==> src/rtl/systolic_matmul_ctrl_pkg.sv <==
// Shared constants, FSM state encoding and sizing helpers for the
// parametrised systolic matrix-multiply controller.
package systolic_pkg;

   localparam int N_DEF = 4;
   localparam int W_DEF = 8;

   typedef enum logic [1:0] {
      ST_IDLE,
      ST_COMPUTE,
      ST_DONE
   } state_t;

   // Accept edge to last MAC edge; o_valid is seen this many cycles after accept.
   function automatic int result_latency(input int n);
      return 3 * n - 2;
   endfunction

   function automatic int cw_default(input int n, input int w);
      return 2 * w + $clog2(n) + 4;
   endfunction

endpackage

==> src/rtl/systolic_matmul_ctrl_if.sv <==
// Operand/result handshake bundle between loader, multiplier and writeback.
interface systolic_matmul_ctrl_if
   import systolic_pkg::*;
#(
   parameter int N  = N_DEF,
   parameter int W  = W_DEF,
   parameter int CW = cw_default(N, W)
);
   logic [N*N*W-1:0]  i_a;
   logic [N*N*W-1:0]  i_b;
   logic              i_accumulate;
   logic              i_valid;
   logic              o_ready;
   logic [N*N*CW-1:0] o_c;
   logic              o_valid;
   logic              i_ready;

   modport slave (
      input  i_a, i_b, i_accumulate, i_valid, i_ready,
      output o_ready, o_c, o_valid
   );

   modport master (
      output i_a, i_b, i_accumulate, i_valid, i_ready,
      input  o_ready, o_c, o_valid
   );
endinterface

==> src/rtl/systolic_matmul_ctrl_pe.sv <==
// Output-stationary MAC cell: multiplies the streamed a/b pair into a held
// accumulator and forwards both operands one cycle later to its neighbours.
module systolic_pe #(
   parameter int W      = 8,
   parameter int CW     = 22,
   parameter int SIGNED = 0
) (
   input  logic          i_clk,
   input  logic          i_srstn,
   input  logic          enable,
   input  logic          clear,
   input  logic [W-1:0]  a,
   input  logic [W-1:0]  b,
   output logic [W-1:0]  a_nxt,
   output logic [W-1:0]  b_nxt,
   output logic [CW-1:0] acc
);
   logic [2*W-1:0] prod;
   logic [CW-1:0]  prod_ext;

   // Low 2W bits of the extended product equal the true signed product.
   if (SIGNED != 0) begin : g_signed
      assign prod     = {{W{a[W-1]}}, a} * {{W{b[W-1]}}, b};
      assign prod_ext = {{(CW-2*W){prod[2*W-1]}}, prod};
   end else begin : g_unsigned
      assign prod     = {{W{1'b0}}, a} * {{W{1'b0}}, b};
      assign prod_ext = {{(CW-2*W){1'b0}}, prod};
   end

   always_ff @(posedge i_clk) begin
      if (!i_srstn) begin
         a_nxt <= '0;
         b_nxt <= '0;
         acc   <= '0;
      end else begin
         // Pass-through drains to zero outside COMPUTE so no stale operand
         // reaches a neighbour on the first MAC edge of the next job.
         a_nxt <= enable ? a : '0;
         b_nxt <= enable ? b : '0;
         if (clear)
            acc <= '0;
         else if (enable)
            acc <= acc + prod_ext;
      end
   end
endmodule

==> src/rtl/systolic_matmul_ctrl.sv <==
// NxN systolic matrix multiplier with valid/ready on both sides and
// accumulate mode. Operands are skewed in at accept, C stays in the PEs.
//
//   state      | meaning
//   -----------+-----------------------------------------------
//   ST_IDLE    | o_ready=1, waiting for i_valid (accept edge)
//   ST_COMPUTE | skew registers shift, PEs MAC, counter 1..3N-2
//   ST_DONE    | o_valid=1, PEs hold C until i_ready
module systolic_matmul_ctrl
   import systolic_pkg::*;
#(
   parameter int N      = N_DEF,
   parameter int W      = W_DEF,
   parameter int SIGNED = 0,
   parameter int CW     = cw_default(N, W)
) (
   input  logic                  i_clk,
   input  logic                  i_srstn,
   systolic_matmul_ctrl_if.slave bus
);
   localparam int LAT  = result_latency(N);
   localparam int CNTW = $clog2(LAT + 1);
   localparam int SL   = 2 * N - 1;

   state_t          state, state_nxt;
   logic [CNTW-1:0] cnt;
   logic            accept;
   logic            pe_en;
   logic            pe_clr;

   logic [W-1:0]  row_skew [N][SL];
   logic [W-1:0]  col_skew [N][SL];
   logic [W-1:0]  a_pass   [N][N];
   logic [W-1:0]  b_pass   [N][N];
   logic [CW-1:0] acc      [N][N];

   always_ff @(posedge i_clk) begin
      if (!i_srstn)
         state <= ST_IDLE;
      else
         state <= state_nxt;
   end

   always_comb begin
      state_nxt   = state;
      bus.o_ready = 1'b0;
      bus.o_valid = 1'b0;
      accept      = 1'b0;
      pe_en       = 1'b0;
      case (state)
         ST_IDLE: begin
            bus.o_ready = 1'b1;
            if (bus.i_valid) begin
               accept    = 1'b1;
               state_nxt = ST_COMPUTE;
            end
         end
         ST_COMPUTE: begin
            pe_en = 1'b1;
            if (cnt == CNTW'(LAT - 1))
               state_nxt = ST_DONE;
         end
         ST_DONE: begin
            bus.o_valid = 1'b1;
            if (bus.i_ready)
               state_nxt = ST_IDLE;
         end
         default: state_nxt = ST_IDLE;
      endcase
   end

   assign pe_clr = accept & ~bus.i_accumulate;

   always_ff @(posedge i_clk) begin
      if (!i_srstn)
         cnt <= '0;
      else if (state == ST_COMPUTE)
         cnt <= cnt + CNTW'(1);
      else
         cnt <= '0;
   end

   // Row r holds A[r][k] in slot r+k, column c holds B[k][c] in slot c+k;
   // slot 0 feeds the grid edge and zeros are shifted in behind.
   always_ff @(posedge i_clk) begin
      if (!i_srstn) begin
         for (int r = 0; r < N; r++)
            for (int s = 0; s < SL; s++) begin
               row_skew[r][s] <= '0;
               col_skew[r][s] <= '0;
            end
      end else if (accept) begin
         for (int r = 0; r < N; r++)
            for (int s = 0; s < SL; s++) begin
               row_skew[r][s] <= '0;
               col_skew[r][s] <= '0;
            end
         for (int r = 0; r < N; r++)
            for (int k = 0; k < N; k++) begin
               row_skew[r][r+k] <= bus.i_a[(r*N+k)*W +: W];
               col_skew[r][r+k] <= bus.i_b[(k*N+r)*W +: W];
            end
      end else if (state == ST_COMPUTE) begin
         for (int r = 0; r < N; r++) begin
            for (int s = 0; s < SL - 1; s++) begin
               row_skew[r][s] <= row_skew[r][s+1];
               col_skew[r][s] <= col_skew[r][s+1];
            end
            row_skew[r][SL-1] <= '0;
            col_skew[r][SL-1] <= '0;
         end
      end
   end

   for (genvar gi = 0; gi < N; gi++) begin : g_row
      for (genvar gj = 0; gj < N; gj++) begin : g_col
         logic [W-1:0] a_src;
         logic [W-1:0] b_src;

         if (gj == 0) begin : g_a_edge
            assign a_src = row_skew[gi][0];
         end else begin : g_a_int
            assign a_src = a_pass[gi][gj-1];
         end

         if (gi == 0) begin : g_b_edge
            assign b_src = col_skew[gj][0];
         end else begin : g_b_int
            assign b_src = b_pass[gi-1][gj];
         end

         systolic_pe #(
            .W      (W),
            .CW     (CW),
            .SIGNED (SIGNED)
         ) u_pe (
            .i_clk   (i_clk),
            .i_srstn (i_srstn),
            .enable  (pe_en),
            .clear   (pe_clr),
            .a       (a_src),
            .b       (b_src),
            .a_nxt   (a_pass[gi][gj]),
            .b_nxt   (b_pass[gi][gj]),
            .acc     (acc[gi][gj])
         );

         assign bus.o_c[(gi*N+gj)*CW +: CW] = acc[gi][gj];
      end
   end
endmodule

==> src/flat_wrapper.sv <==
// flat-port wrapper written by rule: the top's interface ports become plain ports
module systolic_matmul_ctrl_flat import systolic_pkg::*;
#(
   parameter int N      = N_DEF,
   parameter int W      = W_DEF,
   parameter int SIGNED = 0,
   parameter int CW     = cw_default(N, W)
)
  (i_clk, i_srstn, bus_i_a, bus_i_b, bus_i_accumulate, bus_i_valid, bus_i_ready, bus_o_ready, bus_o_c, bus_o_valid);
  systolic_matmul_ctrl_if #(.N(N), .W(W), .CW(CW)) bus_i ();
  input  logic i_clk;
  input  logic i_srstn;
  input wire logic [$bits(bus_i.i_a)-1:0] bus_i_a;
  input wire logic [$bits(bus_i.i_b)-1:0] bus_i_b;
  input wire logic [$bits(bus_i.i_accumulate)-1:0] bus_i_accumulate;
  input wire logic [$bits(bus_i.i_valid)-1:0] bus_i_valid;
  input wire logic [$bits(bus_i.i_ready)-1:0] bus_i_ready;
  output wire logic [$bits(bus_i.o_ready)-1:0] bus_o_ready;
  output wire logic [$bits(bus_i.o_c)-1:0] bus_o_c;
  output wire logic [$bits(bus_i.o_valid)-1:0] bus_o_valid;
  assign bus_i.i_a = bus_i_a;
  assign bus_i.i_b = bus_i_b;
  assign bus_i.i_accumulate = bus_i_accumulate;
  assign bus_i.i_valid = bus_i_valid;
  assign bus_i.i_ready = bus_i_ready;
  assign bus_o_ready = bus_i.o_ready;
  assign bus_o_c = bus_i.o_c;
  assign bus_o_valid = bus_i.o_valid;
  systolic_matmul_ctrl #(.N(N), .W(W), .SIGNED(SIGNED), .CW(CW)) u_core (.i_clk(i_clk), .i_srstn(i_srstn), .bus(bus_i));
endmodule
==> config.mk <==
export PLATFORM = sky130hd
export DESIGN_NAME = systolic_matmul_ctrl_flat
export DESIGN_NICKNAME = d
export VERILOG_FILES = /design/src/rtl/systolic_matmul_ctrl_pkg.sv /design/src/rtl/systolic_matmul_ctrl_if.sv /design/src/rtl/systolic_matmul_ctrl_pe.sv /design/src/rtl/systolic_matmul_ctrl.sv /design/src/flat_wrapper.sv
export SDC_FILE = /design/constraint.sdc
export NUM_CORES = 2
export LEC_CHECK = 0
export CORE_AREA = 10 10 379 381
export DETAILED_ROUTE_END_ITERATION = 10
export DIE_AREA = 0 0 389 391
export GPL_TIMING_DRIVEN = 0
export PLACE_DENSITY = 0.88
export REMOVE_ABC_BUFFERS = 1
export SKIP_CTS_REPAIR_TIMING = 1
export SLEW_MARGIN = 20
export SYNTH_ARGS = -nofsm -noshare
export SYNTH_HDL_FRONTEND = slang
export SYNTH_SLANG_ARGS = --single-unit
==> constraint.sdc <==
create_clock -name i_clk -period 12 [get_ports i_clk]
set_clock_uncertainty 0.2 [all_clocks]
set_input_delay 2.4 -clock i_clk [delete_from_list [all_inputs] [get_ports i_clk]]
set_output_delay 2.4 -clock i_clk [all_outputs]
set_load 0.01 [all_outputs]
==> flow_metrics.tcl <==
set metrics [dict create \
    start_kind "register" \
    min-delay-path-class "register to register" \
    yosys_most_used_dff "dfxtp_1" \
    slew_viol_final 0 \
    clkTransAtPathRegs_ns 0.06 \
    worst_ep_arrival_time_ns 5.91 \
    placementRows 136 \
    grt_pass1_vias 63300 \
    synthDistinctLibCells 79 \
    timing.final.hold_violations 0 \
    postLayoutSetupSlackWorst_ns 6.55 \
    port_buffers 614 \
    worst-setup-path-type "register to register" \
    worstPathMaxFanout 9 \
    synth.cells.most_frequent "inv_1, nand2_1, fa_1" \
    finalSetupViolCount 0 \
    end_kind "register" \
    layout.nets 10200 \
    slew_headroom_pct 30.1 \
    detailed_place_hpwl_um 164000 \
    timing.critical_path.from "u_core.row_skew[3][51]" \
    postSynthAreaPerCell_um2 9.26 \
    detail_route.wl_per_cell_um 20.7 \
    gp_congestion 0.950 \
    floorplan.io_pins 615 \
    worst-slew-pin-transition_ns 1.05 \
    fin_crit_sh_pct 45.4 \
    grt_setup_unrepaired "false" \
    ys_seq_area_share_pct 28.8 \
    critical_path_cell_count 18 \
    first_pass_grt_wire_length_um 343000 \
    post-synth-top-count-cell "inv_1" \
    critical_path.top_delay_family "adder cells" \
    cellPowerDensity_mw_per_mm2 87.9 \
    numClockSinks 902 \
    max_freq_ghz 0.184 \
    critical_path_required_time_ns 12.47 \
    synth_enable_flop_cells 336 \
    footprint_of_the_multi_input_gates_mm2 0.0461 \
    worstRegToRegCells 18 \
    grt_use_total_pct 28.1 \
    drive_above_1_share_pct 3.14 \
    final_critical_path_time_including_i_o_delays_and_setup_ns 5.45 \
    detailedPlace.worstSlack_ns 6.05 \
    die_y_um 391 \
    post_synth_design_cell_area_mm2 0.0745 \
    hold_path_startpoint "u_core.row_skew[3][3]" \
    vias 59400 \
    drt_first_iter_violations 4352 \
    fill_cells 10100 \
    critPathMostFrequentCell "inv_1" \
    start_util_pct 54.6 \
    critPathSlowestCell "edfxtp_1" \
    die-area_mm2 0.152 \
    tritoncts.num_buffers 103 \
    total_power_mw 7.64 \
    drc_errors 0 \
    yosys_register_bits 902 \
    first_pass_iters 6 \
    area_delta_synth_final_pct 16.7 \
    clock_insertion_delay_worst_skew_ns 0.75 \
    cts-root-to-sink-buffers 3 \
    synthesis.instances 8045 \
    global_route.overflow_total 0 \
    die-width_um 389 \
    max_cap_violations 0 \
    avgViaCountPerCell 5.70 \
    power.static_leakage_nw 42.2 \
    worst_hold_path.num_cells 2 \
    status "complete, no violations" \
    ir_drop_worst_case_vdd_mv 0.155 \
    antenna_found_initial 6 \
    cells_traversed_along_the_worst_timing_path "nand2_1 > fa_1 > inv_1 > ha_1 > ha_1 > inv_1 > fa_1 > inv_1 > ha_1 > inv_1 > fa_1 > nand2b_1 > a21oi_1 > o41ai_1 > o21ba_2 > o21ai_0 > nor3b_1 > mux2i_1" \
    root_buffer "clkbuf_16" \
    synth.yosys.warnings 0 \
    cts_tree "done" \
    antenna_left 0 \
    critical_path_buffer_and_inverter_count 4 \
    netlist.top_cell.by_area "fa_1" \
    async_flop_share_pct 0 \
    floorplan.core_area_mm2 0.136 \
    yosys-top-cells-area "fa_1, dfxtp_1, edfxtp_1" \
    crit_path_max_incr_delay_ns 0.64 \
    yosys.area.top_type_share_pct 21.5 \
    timing.rr.start "u_core.row_skew[3][51]" \
    ff_latch_area_mm2 0.0214 \
    cts.htree.levels 3 \
    pin_count_of_the_biggest_net_entering_global_routing 137 \
    routed_wirelength_um 215000 \
]
==> path summary, 6_finish.rpt <==
check | end | slack (ns)
max | u_core.g_row[3].g_col[0].u_pe.acc[21] | 6.55
min | u_core.row_skew[3][3] | 0.26
max reg2reg | u_core.g_row[3].g_col[0].u_pe.acc[21] | 6.55
min reg2reg | u_core.row_skew[3][3] | 0.26
==> layout make-up <==
class | count | share of cell area (%)
Timing Repair Buffer | 677 | 8.80
Sequential cell | 902 | 24.6
Multi-Input combinational cell | 5276 | 53.0
Clock buffer | 139 | 3.31
Inverter | 1562 | 6.74
Antenna cell | 3 | 0.00864
Clock inverter | 56 | 0.869
Tap cell | 1794 | 2.58
==> cells in the final DEF, fill, tap and decap left out, types with 35 or more instances in the layout <==
master	synthesis	routed
inv_1	1562	1562
nand2_1	967	965
fa_1	800	800
ha_1	658	658
clkdlybuf4s50_1	0	613
and2_1	575	574
dfxtp_1	566	566
a21oi_1	370	370
and3_1	369	369
edfxtp_1	336	336
o21ai_0	219	218
nor2_1	218	214
a22o_1	199	199
clkbuf_16	0	105
xnor2_1	90	90
a21o_1	88	88
xor2_1	82	82
nand3_1	72	69
a211oi_1	68	68
nand2b_1	50	49
nor3_1	39	39
a31oi_1	36	36
o21a_1	35	35
==> sequential cells by signal (all words and copies together) (netlist names) <==
name,count
u_core.cnt,4
u_core.state,2
u_core.g_row.g_col.u_pe.b_nxt,96
u_core.g_row.g_col.u_pe.a_nxt,96
u_core.col_skew,176
u_core.g_row.g_col.u_pe.acc,352
u_core.row_skew,176
==> through the flow <==
step / setup TNS (ns) / utilization (%) / hold slack, ns / instances / instance area, um2
after floorplan: -4127.76 / - / 0.234 / 7740 / 73300
after global placement: - / 59.9 / 0.242 / 10100 / 81700
after detailed placement: 0 / 61.1 / 0.247 / 10200 / 83300
after CTS: 0 / 63.8 / 0.255 / 10400 / 86900
after global routing: 0 / 63.8 / 0.274 / 10400 / 86900
final: 0 / 63.8 / 0.257 / 10400 / 86900
==> per-layer routing <==
layer / share of wire (%) / up-vias / GRT usage (%)
li1: - / 26900 / -
met1: 36 / 29300 / 31.8
met2: 49 / 2606 / 48.6
met3: 9.0 / 656 / 7.32
met4: 6.0 / 4 / 14.7
met5: 0.013 / - / 0
==> where the power goes <==
group / total, mW / internal (mW) / switching (mW)
logic: 0.776 / 0.336 / 0.441
clock network: 3.41 / 1.98 / 1.43
registers: 3.46 / 3.32 / 0.136
total: 7.64 / 5.63 / 2.01
==> tightest hold or removal path, stage by stage (launching register included) <==
cell and delay [ns]:
dfxtp_1 0.30, nand2_1 0.05, a21oi_1 0.06
==> kinds of logic (layout without fill, tap and decap cells) <==
family,count (synthesis),in the layout,share of synthesized area [%]
AND/OR/NAND/NOR,2444,2444,16.5
buffers and inverters,1867,2434,9.46
adder cells (fa/ha/maj),1458,1458,32.6
AO/OA/AOI/OAI,1180,1180,10.4
flip-flops,902,902,28.8
XOR/XNOR,172,172,2.02
multiplexers,22,22,0.296
other,0,3,0
No activity file was read; power rests on OpenSTA's default activity.
